**src/rtl/uart_rx_oversample_if.sv**
```systemverilog
// uart_rx_oversample_if: line/tick inputs and received-word outputs of the
// oversampling UART receiver. The receiver attaches through the slave
// modport. The line driver and word consumer attach through the master modport.
interface uart_rx_oversample_if #(
  parameter int unsigned DATA_BITS = 8
);
  logic                 i_stick;
  logic                 i_rx;
  logic [DATA_BITS-1:0] o_data;
  logic                 o_valid;
  logic                 o_frame_err;
  logic                 o_parity_err;
  logic                 o_busy;

  modport master (
    output i_stick, i_rx,
    input  o_data, o_valid, o_frame_err, o_parity_err, o_busy
  );

  modport slave (
    input  i_stick, i_rx,
    output o_data, o_valid, o_frame_err, o_parity_err, o_busy
  );
endinterface

```
**src/rtl/uart_rx_oversample.sv**
```systemverilog
// uart_rx_oversample: 16x/8x oversampling UART receiver. It finds the start
// bit, samples each bit at its midpoint, and emits one word per frame with
// valid / frame-error / parity-error pulses.
// Optional parity bit: define UART_RX_PARITY_EN.
// The DATA_BITS parameter of the connected interface must match DATA_BITS here.
module uart_rx_oversample #(
  parameter int unsigned DATA_BITS  = 8,
  parameter int unsigned OVERSAMPLE = 16,
  parameter bit          PARITY_ODD = 1'b0
) (
  input logic                 i_clk,
  input logic                 i_rst_n,
  uart_rx_oversample_if.slave bus
);

  localparam int unsigned TW = $clog2(OVERSAMPLE);
  localparam int unsigned BW = $clog2(DATA_BITS);
  localparam logic [TW-1:0] TC_MID  = TW'(OVERSAMPLE / 2 - 1);
  localparam logic [TW-1:0] TC_END  = '1;
  localparam logic [BW-1:0] BC_LAST = BW'(DATA_BITS - 1);

`ifdef UART_RX_PARITY_EN
  typedef enum logic [2:0] {S_IDLE, S_START, S_DATA, S_PARITY, S_STOP} state_t;
`else
  typedef enum logic [2:0] {S_IDLE, S_START, S_DATA, S_STOP} state_t;
`endif

  state_t               r_state, w_state_nxt;
  logic                 r_rx_meta, r_rx_s;
  logic [TW-1:0]        r_tcnt;
  logic [BW-1:0]        r_bcnt;
  logic [DATA_BITS-1:0] r_shift;
  logic [DATA_BITS-1:0] r_data;
  logic                 r_valid, r_frame_err;
  logic                 r_rearm;
  logic                 w_tick_mid, w_tick_end;
  logic                 w_tcnt_clr, w_shift_en, w_par_chk, w_stop_smp;
  logic                 w_par_bad;

  assign w_tick_mid = bus.i_stick && (r_tcnt == TC_MID);
  assign w_tick_end = bus.i_stick && (r_tcnt == TC_END);

  // Two-flop synchronizer for the asynchronous serial line.
  always_ff @(posedge i_clk or negedge i_rst_n) begin
    if (!i_rst_n) begin
      r_rx_meta <= 1'b1;
      r_rx_s    <= 1'b1;
    end else begin
      r_rx_meta <= bus.i_rx;
      r_rx_s    <= r_rx_meta;
    end
  end

  // FSM state register.
  always_ff @(posedge i_clk or negedge i_rst_n) begin
    if (!i_rst_n) r_state <= S_IDLE;
    else          r_state <= w_state_nxt;
  end

  // Next-state logic and per-state datapath strobes.
  always_comb begin
    w_state_nxt = r_state;
    w_tcnt_clr  = 1'b0;
    w_shift_en  = 1'b0;
    w_par_chk   = 1'b0;
    w_stop_smp  = 1'b0;
    case (r_state)
      S_IDLE: begin
        if (!r_rx_s && !r_rearm) begin
          w_tcnt_clr  = 1'b1;
          w_state_nxt = S_START;
        end
      end
      S_START: begin
        if (w_tick_mid) begin
          if (!r_rx_s) begin
            w_tcnt_clr  = 1'b1;
            w_state_nxt = S_DATA;
          end else begin
            w_state_nxt = S_IDLE;
          end
        end
      end
      S_DATA: begin
        if (w_tick_end) begin
          w_shift_en = 1'b1;
`ifdef UART_RX_PARITY_EN
          if (r_bcnt == BC_LAST) w_state_nxt = S_PARITY;
`else
          if (r_bcnt == BC_LAST) w_state_nxt = S_STOP;
`endif
        end
      end
`ifdef UART_RX_PARITY_EN
      S_PARITY: begin
        if (w_tick_end) begin
          w_par_chk   = 1'b1;
          w_state_nxt = S_STOP;
        end
      end
`endif
      S_STOP: begin
        if (w_tick_end) begin
          w_stop_smp  = 1'b1;
          w_state_nxt = S_IDLE;
        end
      end
      default: w_state_nxt = S_IDLE;
    endcase
  end

  // Tick/bit counters, shift register, word register and result pulses.
  always_ff @(posedge i_clk or negedge i_rst_n) begin
    if (!i_rst_n) begin
      r_tcnt      <= '0;
      r_bcnt      <= '0;
      r_shift     <= '0;
      r_data      <= '0;
      r_valid     <= 1'b0;
      r_frame_err <= 1'b0;
      r_rearm     <= 1'b0;
    end else begin
      r_valid     <= 1'b0;
      r_frame_err <= 1'b0;
      if (w_tcnt_clr) begin
        r_tcnt <= '0;
        r_bcnt <= '0;
      end else begin
        if (bus.i_stick) r_tcnt <= r_tcnt + 1'b1;
        if (w_shift_en)  r_bcnt <= r_bcnt + 1'b1;
      end
      if (w_shift_en) r_shift <= {r_rx_s, r_shift[DATA_BITS-1:1]};
      if (w_stop_smp) begin
        r_data      <= r_shift;
        r_valid     <= r_rx_s & ~w_par_bad;
        r_frame_err <= ~r_rx_s;
        // A low stop bit (e.g. a break) blocks the next start until the line returns high.
        r_rearm     <= ~r_rx_s;
      end else if (r_state == S_IDLE && r_rx_s) begin
        r_rearm <= 1'b0;
      end
    end
  end

`ifdef UART_RX_PARITY_EN
  logic r_par_bad, r_parity_err;

  // Parity verdict is latched at the parity sample and reported with the stop sample.
  always_ff @(posedge i_clk or negedge i_rst_n) begin
    if (!i_rst_n) begin
      r_par_bad    <= 1'b0;
      r_parity_err <= 1'b0;
    end else begin
      r_parity_err <= 1'b0;
      if (w_tcnt_clr)     r_par_bad <= 1'b0;
      else if (w_par_chk) r_par_bad <= r_rx_s ^ (^r_shift) ^ PARITY_ODD;
      if (w_stop_smp)     r_parity_err <= r_par_bad;
    end
  end

  assign w_par_bad        = r_par_bad;
  assign bus.o_parity_err = r_parity_err;
`else
  logic w_unused_parity;
  assign w_unused_parity  = PARITY_ODD ^ w_par_chk;
  assign w_par_bad        = 1'b0;
  assign bus.o_parity_err = 1'b0;
`endif

  assign bus.o_data      = r_data;
  assign bus.o_valid     = r_valid;
  assign bus.o_frame_err = r_frame_err;
  assign bus.o_busy      = (r_state != S_IDLE);

endmodule

```
**src/flat_wrapper.sv**
```systemverilog
// flat-port wrapper written by rule: the top's interface ports become plain ports
module uart_rx_oversample_flat 
#(
  parameter int unsigned DATA_BITS  = 8,
  parameter int unsigned OVERSAMPLE = 16,
  parameter bit          PARITY_ODD = 1'b0
)
  (i_clk, i_rst_n, bus_i_stick, bus_i_rx, bus_o_data, bus_o_valid, bus_o_frame_err, bus_o_parity_err, bus_o_busy);
  uart_rx_oversample_if #(.DATA_BITS(DATA_BITS)) bus_i ();
  input logic i_clk;
  input logic i_rst_n;
  input wire logic [$bits(bus_i.i_stick)-1:0] bus_i_stick;
  input wire logic [$bits(bus_i.i_rx)-1:0] bus_i_rx;
  output wire logic [$bits(bus_i.o_data)-1:0] bus_o_data;
  output wire logic [$bits(bus_i.o_valid)-1:0] bus_o_valid;
  output wire logic [$bits(bus_i.o_frame_err)-1:0] bus_o_frame_err;
  output wire logic [$bits(bus_i.o_parity_err)-1:0] bus_o_parity_err;
  output wire logic [$bits(bus_i.o_busy)-1:0] bus_o_busy;
  assign bus_i.i_stick = bus_i_stick;
  assign bus_i.i_rx = bus_i_rx;
  assign bus_o_data = bus_i.o_data;
  assign bus_o_valid = bus_i.o_valid;
  assign bus_o_frame_err = bus_i.o_frame_err;
  assign bus_o_parity_err = bus_i.o_parity_err;
  assign bus_o_busy = bus_i.o_busy;
  uart_rx_oversample #(.DATA_BITS(DATA_BITS), .OVERSAMPLE(OVERSAMPLE), .PARITY_ODD(PARITY_ODD)) u_core (.i_clk(i_clk), .i_rst_n(i_rst_n), .bus(bus_i));
endmodule
```
**config.mk**
```make
export PLATFORM = sky130hd
export DESIGN_NAME = uart_rx_oversample_flat
export DESIGN_NICKNAME = d
export VERILOG_FILES = /design/src/rtl/uart_rx_oversample_if.sv /design/src/rtl/uart_rx_oversample.sv /design/src/flat_wrapper.sv
export SDC_FILE = /design/constraint.sdc
export NUM_CORES = 1
export LEC_CHECK = 0
export CORE_UTILIZATION = 57
export CTS_CLUSTER_DIAMETER = 30
export DETAILED_ROUTE_END_ITERATION = 7
export GPL_ROUTABILITY_DRIVEN = 1
export HOLD_SLACK_MARGIN = 0.05
export PLACE_DENSITY = 0.87
export RECOVER_POWER = 50
export SYNTH_ARGS = -nofsm -noshare
export SYNTH_HDL_FRONTEND = slang
export SYNTH_SLANG_ARGS = --single-unit
```
**constraint.sdc**
```tcl
create_clock -name i_clk -period 2.57 [get_ports i_clk]
set_clock_uncertainty 0.15 [all_clocks]
set_input_delay 0.6425 -clock i_clk [delete_from_list [all_inputs] [get_ports i_clk]]
set_output_delay 0.6425 -clock i_clk [all_outputs]
set_load 0.005 [all_outputs]
```
Word level (Yosys, flattened, before mapping) --
Cells that the tools add are included.
Storage, ports and cells: register bits after elaboration 31, bits in latches 0, memory bits (writable) 0, bits in read-only memories 0, input port bits 4, output and inout port bits 12, logic and storage cells 58, memories 0
Operators by class: add/sub/neg operators 2, $mul 0, divide/modulo/power cells 0, order comparisons 0, eq/ne operators 11, shift-type cells 0, multiplexer cells 22, bitwise logic cells 1, reduce and logical (&&, ||, !) cells 12
Operator list (number):
- two-way mux 3 bit | 7
- one-hot mux 3 bit (4 select lines) | 1
- two-way mux 1 bit | 10
- != test 2 x 1 -> 1 bit (second input constant) | 5
- two-way mux 4 bit | 2
- == test 3 x 2 -> 1 bit (second input constant) | 2
- nonzero test 2 bit | 3
- AND reduction 5 bit | 1
- adder 4 x 1 -> 4 bit (second input constant) | 1
- == test 4 x 3 -> 1 bit (second input constant) | 1
- == test 4 bit (second input constant) | 1
- logical AND 1 bit | 4
- adder 3 x 1 -> 3 bit (second input constant) | 1
- == test 3 x 1 -> 1 bit (second input constant) | 1
- == test 3 bit (second input constant) | 1
- zero test 3 bit | 1
- nonzero test 3 bit | 1
- zero test 1 bit | 2
- two-way mux 2 bit | 1
- one-hot mux 1 bit (2 select lines) | 1
- NOT 1 bit | 1

Depth between registers and ports, before layout --
Gate-level depths: netlist of the first run.
depth after elaboration 6, depth in mapped cells 5

Worst setup path before layout of the first run --
OpenSTA, ideal clock, no wires.
kind input to register, start in bus_i_stick, end reg u_core.r_data[0], in the netlist u_core.bus.o_data[0], arrival time 1.436 ns, data required time 2.295 ns, setup slack 0.859 ns, stages 4, buffers on the path 1, cell sequence buf_6 nand3_4 nor2_4 mux2_2
Between the ends: longest elaborated chain between the ends 3
Ends and longest elaborated chain:
- start, declared | line flat_wrapper.sv:12 | input wire logic [$bits(bus_i.i_stick)-1:0] bus_i_stick;
- logical AND 1 bit | line uart_rx_oversample.sv:41 | assign w_tick_end = bus.i_stick && (r_tcnt == TC_END);
- two-way mux 1 bit | line uart_rx_oversample.sv:103 | if (w_tick_end) begin
- two-way mux 1 bit | line uart_rx_oversample.sv:67 | case (r_state)
- end signal, assigned | line uart_rx_oversample.sv:134 | r_data <= r_shift;
- end, declared | line uart_rx_oversample.sv:33 | logic [DATA_BITS-1:0] r_data;
No other way between the ends. A chain may end at the register's enable or synchronous reset.

Worst setup path in the final report of the first run --
start reg u_core.r_state[1], end out bus_o_busy
Between the ends: longest elaborated chain between the ends 1
Ends and longest elaborated chain:
- start, declared | line uart_rx_oversample.sv:28 | state_t r_state, w_state_nxt;
- start signal, assigned | line uart_rx_oversample.sv:57 | else r_state <= w_state_nxt;
- nonzero test 3 bit | line uart_rx_oversample.sv:173 | assign bus.o_busy = (r_state != S_IDLE);
- end, declared | line flat_wrapper.sv:18 | output wire logic [$bits(bus_i.o_busy)-1:0] bus_o_busy;
No other way between the ends.

==> metrics.txt, run 1 <==
# TYPE chip_impl_metric gauge
chip_impl_metric{name="drive_above_1_share",unit="%"} 25.2
chip_impl_metric{name="firstDrtPassIters",unit=""} 4
chip_impl_info{name="timing.critical_path.from_type",value="flop"} 1
chip_impl_metric{name="cts_hold_buf",unit=""} 0
chip_impl_metric{name="synth_cells",unit=""} 101
chip_impl_metric{name="crit_required",unit="ps"} 1780
chip_impl_metric{name="worst_max_slew_margin_expressed_relative_to_the_limit",unit="%"} -0.662
chip_impl_info{name="failed_checks",value="max-capacitance violations, max-slew violations"} 1
chip_impl_metric{name="critical_path_max_stage_delay",unit="ps"} 500
chip_impl_metric{name="overall_die_width",unit="um"} 50.0
chip_impl_metric{name="power_per_cell_area",unit="mW/mm^2"} 778
chip_impl_metric{name="num_cts_buffers",unit=""} 5
chip_impl_metric{name="via_per_inst",unit=""} 5.57
chip_impl_metric{name="die-height",unit="um"} 50.0
chip_impl_info{name="result_of_the_run",value="finished with violations"} 1
chip_impl_metric{name="critical_path_arrival",unit="ps"} 1630
chip_impl_metric{name="synth_area",unit="mm^2"} 0.00131
chip_impl_info{name="top_cell_types_by_occurrence_after_synthesis",value="28 x sky130_fd_sc_hd__dfrtp_1, 15 x sky130_fd_sc_hd__mux2_2, 5 x sky130_fd_sc_hd__o21ai_0, 4 x sky130_fd_sc_hd__a21oi_1, 4 x sky130_fd_sc_hd__buf_2"} 1
chip_impl_metric{name="gr-usage-all-layers",unit="%"} 22.4
chip_impl_info{name="synth-main-ff-cell",value="sky130_fd_sc_hd__dfrtp_1"} 1
chip_impl_metric{name="synth-edff-count",unit=""} 0
chip_impl_metric{name="clk_path_buf_depth",unit=""} 2
chip_impl_info{name="tritoncts",value="built"} 1
chip_impl_metric{name="max_cap_violations",unit=""} 1
chip_impl_metric{name="areaGrowthSynthToFinish",unit="%"} 16.0
chip_impl_metric{name="drt_drc_violations_left",unit=""} 0
chip_impl_metric{name="routed-via-count",unit=""} 819
chip_impl_metric{name="first_global_vias",unit=""} 866
chip_impl_metric{name="place_congestion",unit=""} 0.798
chip_impl_metric{name="i_o_pins",unit=""} 16
chip_impl_metric{name="routedWlPerCell",unit="um"} 15.0
chip_impl_info{name="most_used_standard_cell_by_instance_count_after_synthesis",value="sky130_fd_sc_hd__dfrtp_1"} 1
chip_impl_info{name="cts-root-buf",value="sky130_fd_sc_hd__clkbuf_4"} 1
chip_impl_metric{name="die-area",unit="mm^2"} 0.00250
chip_impl_info{name="cp_cell_sequence",value="or2_2 > clkdlybuf4s50_1"} 1
chip_impl_metric{name="postRouteWirelength",unit="mm"} 2.20
chip_impl_metric{name="numPortBuffers",unit=""} 14
chip_impl_info{name="synth.largest_area_cell",value="sky130_fd_sc_hd__dfrtp_1"} 1
chip_impl_metric{name="drtIter0Drc",unit=""} 11
chip_impl_metric{name="synth.avg_cell_area",unit="um^2"} 13.0
chip_impl_metric{name="pin_count_of_the_biggest_net_entering_global_routing",unit=""} 31
chip_impl_metric{name="final-setup-viol-count",unit=""} 0
chip_impl_metric{name="max_clock_freq",unit="MHz"} 414
chip_impl_metric{name="cellLeakagePower",unit="nW"} 0.709
chip_impl_info{name="critical_path.endpoint_type",value="primary output"} 1
chip_impl_metric{name="cts_setup_buffers",unit=""} 0
chip_impl_metric{name="finalCritPeriodShare",unit="%"} 94.1
chip_impl_metric{name="synth_nets",unit=""} 108
chip_impl_metric{name="final_design_area_no_fill",unit="mm^2"} 0.00152
chip_impl_metric{name="initial_antenna_violation_count",unit=""} 0
chip_impl_metric{name="grt_pass1_wl",unit="mm"} 3.90
chip_impl_info{name="rsz0062_at_grt",value="false"} 1
chip_impl_info{name="min-delay-path-class",value="flop to flop"} 1
chip_impl_metric{name="period_minus_slack",unit="ps"} 2420
chip_impl_metric{name="timing.final.hold_violations",unit=""} 0
chip_impl_metric{name="ys_seq_elements",unit=""} 30
chip_impl_metric{name="antennaDiodeCount",unit=""} 0
chip_impl_metric{name="initial_utilization",unit="%"} 59.9
chip_impl_metric{name="dpl.hpwl",unit="mm"} 1.52
chip_impl_metric{name="synth.top_cell.area_share",unit="%"} 53.4
chip_impl_metric{name="vdd.ir_drop.worst",unit="mV"} 0.756
chip_impl_metric{name="multi_input_comb_area",unit="um^2"} 500
chip_impl_info{name="criticalPathCategory",value="flop to primary output"} 1
chip_impl_metric{name="timing_worst_slew_pin_value",unit="ps"} 1510
chip_impl_metric{name="placed_cell_area",unit="mm^2"} 0.00146
chip_impl_metric{name="post_cts_resized",unit=""} 0
chip_impl_metric{name="final_nets",unit=""} 125
chip_impl_metric{name="htree_num_levels",unit=""} 2
chip_impl_metric{name="numClockSinks",unit=""} 30
chip_impl_metric{name="insertion_delay",unit="ps"} 330
chip_impl_metric{name="placeable_core_area",unit="mm^2"} 0.00219
chip_impl_metric{name="timing_max_transition_violations_final",unit=""} 31
chip_impl_metric{name="route.antenna.remaining_nets",unit=""} 0
chip_impl_metric{name="synth.yosys.warnings",unit=""} 0
chip_impl_metric{name="seq_area_frac_synth",unit="%"} 57.4
chip_impl_metric{name="clkTransAtPathRegs",unit="ps"} 90
chip_impl_info{name="slowest_cp_cell",value="sky130_fd_sc_hd__dfrtp_1"} 1
chip_impl_metric{name="placedCellCount",unit=""} 139
chip_impl_metric{name="finalNonFillerCells",unit=""} 147
chip_impl_info{name="main_area_contributors_after_synthesis",value="sky130_fd_sc_hd__dfrtp_1 53%, sky130_fd_sc_hd__mux2_2 13%, sky130_fd_sc_hd__dfstp_2 4.0%"} 1
chip_impl_metric{name="ys_async_sr_fraction",unit="%"} 100
chip_impl_metric{name="crit_path_max_fanout",unit=""} 10
chip_impl_metric{name="num-fill-cells",unit=""} 155
chip_impl_metric{name="fin_setup_tns",unit="ps"} 0
chip_impl_metric{name="yosysUniqueCellTypes",unit=""} 36
chip_impl_metric{name="register_area",unit="um^2"} 753
chip_impl_metric{name="fp-row-count",unit=""} 17
chip_impl_metric{name="globalRoute.totalOverflow",unit=""} 0
-- routing by layer --
layer / vias up / GRT usage [%] / wire length [um]
li1: 393 / - / -
met1: 398 / 26.6 / 918
met2: 22 / 33.3 / 1110
met3: 6 / 9.26 / 106
met4: 0 / 14.3 / 63
met5: - / 0 / 0
-- worst max-delay path, delay by kind of cell (launching register included) --
| family | cells | cell delay (ps) |
|---|---|---|
| DFF | 1 | 500 |
| and+or+nand+nor | 1 | 350 |
| buffers and inverters | 1 | 440 |
-- where the power goes --
part           total [mW]  internal (mW)  switching, mW
Combinational       0.210          0.100          0.110
Clock               0.361          0.206          0.154
Sequential          0.615          0.527         0.0881
-- metrics by stage --
step                      util, %  setup slack (ps)  total power, mW  hold slack [ps]
after floorplan                 -               859            0.787              195
after global placement       66.8               329            0.818              196
after detailed placement     66.8               284            0.845              203
after CTS                    70.2               133             1.21              215
after global routing         69.5              68.0             1.25              219
final                        69.5               152             1.19              213
-- state kept, by name, summed over array words and instances, names as in the netlist --
name,count
u_core.r_tcnt,4
u_core.r_state,2
u_core.r_rearm,1
u_core.r_bcnt,3
u_core.bus.o_frame_err,1
u_core.bus.o_data,8
u_core.bus.o_valid,1
u_core.r_shift,8
u_core.r_rx_meta,1
u_core.r_rx_s,1
-- final timing paths --
| path | from | endpoint | slack, ps | cells past startpoint |
|---|---|---|---|---|
| worst max register to register | u_core.r_tcnt[0]$_DFFE_PN0P_ | u_core.bus.o_data[1]$_DFFE_PN0P_ | 630 | 4 |
| max in group asynchronous | i_rst_n | u_core.r_tcnt[1]$_DFFE_PN0P_ | 400 | 2 |
| min in group asynchronous | i_rst_n | u_core.r_tcnt[3]$_DFFE_PN0P_ | 980 | 2 |
| worst max-delay path | u_core.r_state[1]$_DFFE_PN0P_ | bus_o_busy | 150 | 2 |
| worst min-delay path | u_core.r_rx_meta$_DFF_PN1_ | u_core.r_rx_s$_DFF_PN1_ | 210 | 0 |
| worst min register to register | u_core.r_rx_meta$_DFF_PN1_ | u_core.r_rx_s$_DFF_PN1_ | 210 | 0 |
-- final cells by class --
class,count,share of cell area (%)
Clock buffer,7,2.96
Clock inverter,1,1.97
Inverter,2,0.493
Multi-Input combinational cell,63,32.9
Sequential cell,30,49.5
Tap cell,28,2.30
Timing Repair Buffer,16,9.94
-- logic make-up after synthesis --
family	count (synthesis)	share of synthesized area [%]
flops	30	57.4
mux	17	14.5
buf+inv	8	3.53
compound gates	14	6.39
other cells	1	0.286
fa+ha+maj	3	2.86
xor+xnor	2	1.33
simple gates	26	13.7
-- cell usage in the layout (no fill, tap or decap), types with 2 or more instances in the layout --
master	count
sky130_fd_sc_hd__nor3_1	2
sky130_fd_sc_hd__nand4_1	2
sky130_fd_sc_hd__a21oi_1	4
sky130_fd_sc_hd__inv_1	2
sky130_fd_sc_hd__ha_1	3
sky130_fd_sc_hd__o21ai_0	5
sky130_fd_sc_hd__nor2b_1	2
sky130_fd_sc_hd__nor2_4	2
sky130_fd_sc_hd__nand3_1	4
sky130_fd_sc_hd__nor2_1	3
sky130_fd_sc_hd__clkdlybuf4s50_1	12
sky130_fd_sc_hd__nand2_1	2
sky130_fd_sc_hd__clkbuf_4	5
sky130_fd_sc_hd__a31oi_1	2
sky130_fd_sc_hd__dlygate4sd3_1	2
sky130_fd_sc_hd__dfrtp_1	28
sky130_fd_sc_hd__dfstp_2	2
sky130_fd_sc_hd__mux2_2	15
sky130_fd_sc_hd__clkbuf_1	3
Note: power is estimated with default switching activity, not from simulation.
==> run 2: changes to the inputs <==
CTS_BUF_LIST = sky130_fd_sc_hd__clkbuf_16   (was default)
==> metrics.txt, run 2 (synthesis gave the netlist of run 1 again) <==
# TYPE chip_impl_metric gauge
chip_impl_metric{name="final-setup-viol-count",unit=""} 0
chip_impl_metric{name="initial_utilization",unit="%"} 59.9
chip_impl_metric{name="postRouteWirelength",unit="mm"} 2.41
chip_impl_metric{name="timing_max_transition_violations_final",unit=""} 0
chip_impl_info{name="cp_cell_sequence",value="or2_2 > clkdlybuf4s50_1"} 1
chip_impl_metric{name="worst_max_slew_margin_expressed_relative_to_the_limit",unit="%"} 52.0
chip_impl_metric{name="vdd.ir_drop.worst",unit="mV"} 0.899
chip_impl_info{name="layout.cells.most_common",value="sky130_fd_sc_hd__dfrtp_1"} 1
chip_impl_metric{name="antennaDiodeCount",unit=""} 0
chip_impl_metric{name="numPortBuffers",unit=""} 14
chip_impl_metric{name="die-height",unit="um"} 50.0
chip_impl_metric{name="routed-via-count",unit=""} 842
chip_impl_metric{name="grt_pass1_wl",unit="mm"} 4.24
chip_impl_info{name="worst_r2r_startpoint",value="u_core.r_tcnt[0]$_DFFE_PN0P_"} 1
chip_impl_metric{name="fp-row-count",unit=""} 17
chip_impl_metric{name="post_cts_resized",unit=""} 0
chip_impl_info{name="timing.critical_path.from_type",value="flop"} 1
chip_impl_metric{name="drt_drc_violations_left",unit=""} 0
chip_impl_info{name="slowest_cp_cell",value="sky130_fd_sc_hd__dfrtp_1"} 1
chip_impl_info{name="min-delay-path-class",value="flop to flop"} 1
chip_impl_metric{name="crit_required",unit="ps"} 1780
chip_impl_metric{name="placedCellCount",unit=""} 139
chip_impl_metric{name="routedWlPerCell",unit="um"} 16.4
chip_impl_metric{name="place_congestion",unit=""} 0.798
chip_impl_metric{name="critical_path_arrival",unit="ps"} 1550
chip_impl_info{name="rsz0062_at_grt",value="false"} 1
chip_impl_metric{name="rr_worst_depth",unit=""} 4
chip_impl_metric{name="dpl.hpwl",unit="mm"} 1.52
chip_impl_metric{name="i_o_pins",unit=""} 16
chip_impl_metric{name="numClockSinks",unit=""} 30
chip_impl_metric{name="clk_path_buf_depth",unit=""} 2
chip_impl_info{name="result_of_the_run",value="complete, no violations"} 1
chip_impl_info{name="tritoncts",value="built"} 1
chip_impl_metric{name="pin_count_of_the_biggest_net_entering_global_routing",unit=""} 31
chip_impl_metric{name="crit_path_max_fanout",unit=""} 10
chip_impl_metric{name="htree_num_levels",unit=""} 2
chip_impl_info{name="cts-root-buf",value="sky130_fd_sc_hd__clkbuf_16"} 1
chip_impl_metric{name="via_per_inst",unit=""} 5.73
chip_impl_metric{name="die-area",unit="mm^2"} 0.00250
chip_impl_metric{name="cts_hold_buf",unit=""} 0
chip_impl_metric{name="use_met1",unit="%"} 28.5
chip_impl_metric{name="critical_path_max_stage_delay",unit="ps"} 490
chip_impl_metric{name="max_clock_freq",unit="MHz"} 426
chip_impl_metric{name="drive_above_1_share",unit="%"} 26.1
chip_impl_metric{name="initial_antenna_violation_count",unit=""} 0
chip_impl_info{name="grt_busiest_layer",value="met2"} 1
chip_impl_metric{name="timing.final.hold_violations",unit=""} 0
chip_impl_metric{name="gr-usage-all-layers",unit="%"} 24.1
chip_impl_metric{name="final_nets",unit=""} 125
chip_impl_metric{name="first_global_vias",unit=""} 919
chip_impl_info{name="endpoint_of_the_most_critical_register_to_register_path",value="u_core.r_shift[2]$_DFFE_PN0P_"} 1
chip_impl_metric{name="areaGrowthSynthToFinish",unit="%"} 22.8
chip_impl_metric{name="insertion_delay",unit="ps"} 270
chip_impl_metric{name="overall_die_width",unit="um"} 50.0
chip_impl_metric{name="power.total",unit="mW"} 1.46
chip_impl_metric{name="fin_setup_tns",unit="ps"} 0
chip_impl_info{name="final_cell_mix",value="28 x sky130_fd_sc_hd__dfrtp_1, 15 x sky130_fd_sc_hd__mux2_2, 11 x sky130_fd_sc_hd__clkdlybuf4s50_1"} 1
chip_impl_info{name="hold_path.startpoint",value="u_core.r_rx_meta$_DFF_PN1_"} 1
chip_impl_metric{name="power_per_cell_area",unit="mW/mm^2"} 907
chip_impl_metric{name="firstDrtPassIters",unit=""} 4
chip_impl_metric{name="globalRoute.totalOverflow",unit=""} 0
chip_impl_metric{name="timing_worst_slew_pin_value",unit="ps"} 720
chip_impl_metric{name="globalRouteMet3Util",unit="%"} 5.86
chip_impl_metric{name="clkTransAtPathRegs",unit="ps"} 50
chip_impl_info{name="hold-path-endpoint",value="u_core.r_rx_s$_DFF_PN1_"} 1
chip_impl_metric{name="holdPathStages",unit=""} 0
chip_impl_info{name="criticalPathCategory",value="flop to primary output"} 1
chip_impl_metric{name="period_minus_slack",unit="ps"} 2350
chip_impl_metric{name="drtIter0Drc",unit=""} 19
chip_impl_metric{name="worst_setup_slack_for_register_to_register_paths",unit="ps"} 590
chip_impl_metric{name="cellLeakagePower",unit="nW"} 0.759
chip_impl_metric{name="finalNonFillerCells",unit=""} 147
chip_impl_metric{name="cts_setup_buffers",unit=""} 0
chip_impl_metric{name="finalCritPeriodShare",unit="%"} 91.3
chip_impl_info{name="critical_path.endpoint_type",value="primary output"} 1
chip_impl_metric{name="placeable_core_area",unit="mm^2"} 0.00219
chip_impl_metric{name="max_cap_violations",unit=""} 0
chip_impl_metric{name="num_cts_buffers",unit=""} 5
chip_impl_metric{name="num-fill-cells",unit=""} 144
chip_impl_metric{name="route.antenna.remaining_nets",unit=""} 0
chip_impl_metric{name="met2_usage",unit="%"} 37.6
## run 2: cell count changes in the layout (fill, tap and decap cells not counted)
cell                              previous run  this run
sky130_fd_sc_hd__clkbuf_4                    5         0
sky130_fd_sc_hd__clkdlybuf4s50_1            12        11
sky130_fd_sc_hd__inv_1                       2         4
sky130_fd_sc_hd__dlygate4sd3_1               2         3
sky130_fd_sc_hd__clkbuf_2                    0         1
sky130_fd_sc_hd__clkbuf_16                   0         5
sky130_fd_sc_hd__clkbuf_1                    3         0
## run 2: worst max-delay path by stage
stage | from | end | cells after the start
after floorplan | bus_i_stick | u_core.bus.o_data[0]$_DFFE_PN0P_ | 4
after global placement | bus_i_stick | u_core.bus.o_data[6]$_DFFE_PN0P_ | 4
after detailed placement | bus_i_stick | u_core.bus.o_data[1]$_DFFE_PN0P_ | 4
after CTS | u_core.r_state[1]$_DFFE_PN0P_ | bus_o_busy | 2
after global routing | bus_i_stick | u_core.r_shift[2]$_DFFE_PN0P_ | 4
final | u_core.r_state[1]$_DFFE_PN0P_ | bus_o_busy | 2
## run 2: critical path, delay by kind of cell, from the launching register on
| family | cells | cell delay, ps |
|---|---|---|
| buffers and inverters | 1 | 440 |
| flip-flops | 1 | 490 |
| AND/OR/NAND/NOR | 1 | 350 |
## run 2: final cells by class
class,count,area (um^2),share of cell area [%]
Multi-Input combinational cell,63,500,31.1
Tap cell,28,35.0,2.17
Inverter,2,7.51,0.466
Sequential cell,30,753,46.7
Timing Repair Buffer,16,153,9.47
Clock inverter,3,37.5,2.33
Clock buffer,5,125,7.76
## run 2: metal layers
layer	part of all wire [%]	vias up
met5	0	-
met3	3.7	9
met1	42	421
met2	51	21
li1	-	391
met4	3.2	0
## run 2: power by group
group          switching (mW)  internal, mW
sequential             0.0896         0.529
clock                   0.184         0.448
combinational           0.111         0.100
## run 2: per-stage QoR
step           util [%]  hold slack, ps  setup slack [ps]  cell area, um^2
2_1_floorplan         -             195               859             1310
3_3_place_gp       66.8             196               329             1460
3_5_place_dp       66.8             203               284             1460
4_1_cts            74.2             209               219             1630
5_1_grt            73.6             212               166             1610
6_report           73.6             207               225             1610
==> run 3: changes to the inputs <==
SKIP_CTS_REPAIR_TIMING = 1   (was default)
==> results of run 3 <==
No change in the layout: final DEF, timing and power equal those of run 2.
